### src/rtl/output_drain.sv
`default_nettype none
// ============================================================================
// Module   : output_drain
// Brief    : Write-back stage after the systolic output buffer. Pops up to
//            ARRAYWIDTH rows and writes them to result memory over a
//            valid/ready port at incrementing addresses.
//            Optional macro OUTPUT_DRAIN_RELU_EN zeroes negative lanes.
// Revision : 1.0
// ============================================================================
module output_drain #(
    parameter int ARRAYWIDTH = 8,
    parameter int DATASIZE   = 32,
    parameter int ADDR_W     = 16,
    localparam int CNT_W     = $clog2(ARRAYWIDTH + 1)
) (
    input  logic                           clk,
    input  logic                           rst,
    input  logic                           start,
    input  logic [ADDR_W-1:0]              base_addr,
    input  logic [CNT_W-1:0]               num_rows,
    output logic                           buf_out_en,
    input  logic [ARRAYWIDTH*DATASIZE-1:0] buf_data,
    output logic                           wr_valid,
    input  logic                           wr_ready,
    output logic [ADDR_W-1:0]              wr_addr,
    output logic [ARRAYWIDTH*DATASIZE-1:0] wr_data,
    output logic                           busy,
    output logic                           done
);

    localparam int               c_row_w    = ARRAYWIDTH * DATASIZE;
    localparam logic [CNT_W-1:0] c_max_rows = CNT_W'(ARRAYWIDTH);

    typedef enum logic [1:0] {
        IDLE  = 2'd0,
        DRAIN = 2'd1,
        DONE  = 2'd2
    } state_t;

    state_t              r_state;
    logic [CNT_W-1:0]    r_rows_left;
    logic [ADDR_W-1:0]   r_next_addr;
    logic                r_wr_valid;
    logic [ADDR_W-1:0]   r_wr_addr;
    logic [c_row_w-1:0]  r_wr_data;
    logic                r_busy;
    logic                r_done;

    logic                w_slot_free;
    logic                w_pop;
    logic [CNT_W-1:0]    w_rows_clamped;
    logic [c_row_w-1:0]  w_row_proc;

    assign w_rows_clamped = (num_rows > c_max_rows) ? c_max_rows : num_rows;
    assign w_slot_free    = !r_wr_valid || wr_ready;
    assign w_pop          = (r_state == DRAIN) && w_slot_free && (r_rows_left != '0);

    // Per-lane capture path; identical latency with or without ReLU.
    for (genvar i = 0; i < ARRAYWIDTH; i++) begin : g_lane
`ifdef OUTPUT_DRAIN_RELU_EN
        assign w_row_proc[i*DATASIZE +: DATASIZE] =
            buf_data[(i+1)*DATASIZE-1] ? '0 : buf_data[i*DATASIZE +: DATASIZE];
`else
        assign w_row_proc[i*DATASIZE +: DATASIZE] = buf_data[i*DATASIZE +: DATASIZE];
`endif
    end

    always_ff @(posedge clk) begin
        if (rst) begin
            r_state     <= IDLE;
            r_rows_left <= '0;
            r_next_addr <= '0;
            r_wr_valid  <= 1'b0;
            r_wr_addr   <= '0;
            r_wr_data   <= '0;
            r_busy      <= 1'b0;
            r_done      <= 1'b0;
        end else begin
            r_done <= 1'b0;
            case (r_state)
                IDLE: begin
                    if (start) begin
                        r_rows_left <= w_rows_clamped;
                        r_next_addr <= base_addr;
                        r_busy      <= 1'b1;
                        // An empty drain has nothing to pop, so skip straight to completion.
                        r_state     <= (w_rows_clamped == '0) ? DONE : DRAIN;
                    end
                end
                DRAIN: begin
                    if (w_slot_free) begin
                        if (r_rows_left != '0) begin
                            r_wr_data   <= w_row_proc;
                            r_wr_addr   <= r_next_addr;
                            r_wr_valid  <= 1'b1;
                            r_next_addr <= r_next_addr + ADDR_W'(1);
                            r_rows_left <= r_rows_left - CNT_W'(1);
                        end else begin
                            r_wr_valid <= 1'b0;
                            r_state    <= DONE;
                        end
                    end
                end
                DONE: begin
                    r_done  <= 1'b1;
                    r_busy  <= 1'b0;
                    r_state <= IDLE;
                end
                default: begin
                    r_state <= IDLE;
                end
            endcase
        end
    end

    assign buf_out_en = w_pop;
    assign wr_valid   = r_wr_valid;
    assign wr_addr    = r_wr_addr;
    assign wr_data    = r_wr_data;
    assign busy       = r_busy;
    assign done       = r_done;

endmodule
`default_nettype wire

### config.mk
export PLATFORM = sky130hd
export DESIGN_NAME = output_drain
export DESIGN_NICKNAME = d
export VERILOG_FILES = /design/src/rtl/output_drain.sv
export SDC_FILE = /design/constraint.sdc
export NUM_CORES = 1
export LEC_CHECK = 0
export BUFFER_PORTS_ARGS = -buffer_cell sky130_fd_sc_hd__buf_2
export CORE_AREA = 2 2 219 221
export CTS_BUF_LIST = sky130_fd_sc_hd__clkbuf_4
export DETAILED_ROUTE_END_ITERATION = 10
export DIE_AREA = 0 0 221 223
export PLACE_DENSITY = 0.54
export SYNTH_ARGS = -nofsm -noshare
export SYNTH_HDL_FRONTEND = slang
export SYNTH_SLANG_ARGS = --single-unit
### constraint.sdc
create_clock -name clk -period 2.7 [get_ports clk]
set_clock_uncertainty 0.1 [all_clocks]
set_input_delay 0.54 -clock clk [delete_from_list [all_inputs] [get_ports clk]]
set_output_delay 0.54 -clock clk [all_outputs]
set_load 0.05 [all_outputs]
==> out/results.tsv <==
metric	value	unit
num_rows	80	
synth_compound_area_share	16.2	%
final_layout_size_suffix_gt1_share	31.9	%
synth_top_family_by_area	simple AND/OR/NAND/NOR gates	
holdPathStages	5	
crit_path_end_kind	output pin	
io_pins	556	
p_total	0.0190	W
rsz0062_at_grt	true	
yosys_most_used_dff	dfxtp_1	
regToRegSetupSlack	0.14	ns
cp_data_arrival_time	2.06	ns
worst_pin_slew	0.729	ns
cts_tree	yes	
clock_path_buffers	3	
cts-htree-levels	3	
setup_viol	1	
finalSetupTns	-0.00362	ns
num_vias	12900	
worstPathMaxFanout	2	
area_growth_syn_to_layout	71.2	%
grt_pass1_wl	64900	µm
grt_pass1_vias	12900	
ys_ff_latch	297	
syn_nets	1656	
p_leak	8.15	nW
violations	negative setup slack	
dp_slack	0.341	ns
regToRegStartpoint	r_rows_left[0]	
avgSynthCellArea	7.81	µm²
synth_cell_types	42	
finalCritPeriodShare	100	%
initialDrtViolationCount	589	
vias_per_cell	4.42	
insertion_delay	0.79	ns
max_cap_violations	0	
antenna_found_initial	1	
nets	2526	
ant_nets	0	
coreArea	47100	µm²
hold_viol_final	0	
vdd_drop_max	0.743	mV
grt_max_degree	137	
detail_route.wl_per_cell	14.5	µm
dr.pass1.iters	5	
setup_ws	-0.00362	ns
finalCriticalPeriod	2.70	ns
synth_mux_area_share	0.105	%
required	2.06	ns
syn_area	10700	µm²
power.density	1040	nW/µm²
clockRootBuffer	clkbuf_4	
yosysSeqAreaShare	55.5	%
worst_r2r_endpoint	wr_data[195]	
placed_area	14200	µm²
synthArstFlopShare	0	%
ys_warn_count	0	
start_util	22.7	%
gr-usage-all-layers	16.1	%
cts_buffers	85	
slew_headroom	51.3	%
reg2reg_depth	10	
crit_slowest_cell	or3_4	
slowest_delay	0.39	ns
cts.reportedPaths.clkPinSlew	0.06	ns
hold_class	input pin to flip-flop	
dieWidth	221	µm
drc	0	
synth-xor-area-share	0.0817	%
synthSimpleGateAreaFrac	23.5	%
synth_edf_count	0	
dp_hpwl	26600	µm
die_h	223	µm
drv_slew	0	
synthCells	1373	
worst-setup-path-type	flip-flop to output pin	
fmax	370	MHz
worstPathCellList	inv_2, ha_4, nor3b_4, or3_4, inv_12, buf_12	
gp_congestion	0.842	
status	complete, but fails checks	
worstSetupStartpointType	flip-flop	
grt_overflow_total	0	
final_area	18300	µm²
holdPathEnd	r_rows_left[3]	
portBuffers	555	
wl	42100	µm
synth_adder_area_share	0.350	%
holdCritStartpoint	num_rows[3]	
cts.sinks	297	
post-route-util	38.9	%
die-area	49300	µm²
## worst max-delay path by stage
stage                         from            to  slack, ns  cells past startpoint
CTS                 r_rows_left[0]    buf_out_en      -0.19                      6
global route        r_rows_left[1]    buf_out_en      -0.12                      6
global placement    r_rows_left[0]  wr_data[138]       0.40                      8
finish              r_rows_left[0]    buf_out_en     -0.004                      6
detailed placement  r_rows_left[0]  wr_data[226]       0.34                      8
floorplan                 wr_valid    buf_out_en       0.33                      6
## critical path, delay by kind of cell, from the launching register on
kind	cells	cell delay (ns)
fa+ha+maj	1	0.15
buf+inv	3	0.25
flops	1	0.34
simple gates	2	0.53
## state kept, by name, indices dropped and copies added (netlist names)
| signal | count |
|---|---|
| wr_addr | 16 |
| r_state | 2 |
| r_next_addr | 16 |
| busy | 1 |
| r_rows_left | 4 |
| done | 1 |
| wr_valid | 1 |
| wr_data | 256 |
## cell usage in the layout (no fill, tap or decap), types with 6 or more instances in the layout
master,synthesis,routed
nand2_1,560,560
buf_2,33,553
dfxtp_1,297,295
dlygate4sd3_1,0,295
a21oi_1,288,288
clkbuf_4,0,121
buf_4,0,25
nor2_1,11,11
o21ai_0,11,11
clkinv_1,0,11
nand3_1,9,9
buf_12,0,9
nor3_1,8,8
a31oi_1,7,7
nor2b_1,6,6
nand4_1,6,6
## cell families after synthesis
family,count (synthesis)
compound gates,330
fa+ha+maj,3
buf+inv,112
simple gates,629
mux,1
flops,297
xor+xnor,1
## final cells by class
class	count	area (µm²)
well taps	615	769
clock buffers	121	908
inverters	8	42.5
repair buffers	886	6170
clock inverters	20	161
repair inverters	1	8.76
multi-input cells	964	4340
fillers	4795	28800
diodes	1	2.50
flip-flops and latches	297	5950
## through the flow
stage,hold slack (ns),instances
after CTS,0.0206,2911
after global placement,0.339,2469
final,0.169,2913
after global routing,0.185,2913
after floorplan,0.354,1373
after detailed placement,0.343,2469
## report_power, final
group / switching [W] / internal (W)
Sequential: 0.000658 / 0.00544
Combinational: 0.00629 / 0.00236
Clock: 0.00192 / 0.00233
## layer usage
layer / vias up / track usage, % / part of all wire [%]
li1: 6275 / - / -
met1: 5956 / 17.2 / 39
met2: 523 / 28.0 / 50
met3: 113 / 4.98 / 7.2
met4: 0 / 9.37 / 4.1
met5: - / 0 / 0
## synthesized netlist by cell type, drive strengths merged (4+ instances only)
cell	n	area (µm²)
buf	33	165
and4	4	35.0
nand4	6	37.5
a21oi	288	1440
a211oi	5	37.5
dfxtp	297	5950
o21ai	11	55.1
nor3	8	40.0
nor2b	6	37.5
nor2	11	41.3
inv	8	30.0
nand3	9	45.0
or3	5	31.3
a31oi	7	43.8
a22oi	4	30.0
clkbuf	71	267
nor3b	4	30.0
nand2	560	2100
## timing repair
action / 4_1_cts / 5_1_grt
pin swaps: 2 / 1
hold buffers: 295 / 0
cloned: 1 / 1
gates resized for setup: 13 / 2
endpoints found under the setup margin: 1 / 11
endpoints found under the hold margin: 280 / 0
setup buffers: 5 / 1
Power figures use the tool's default switching activity.
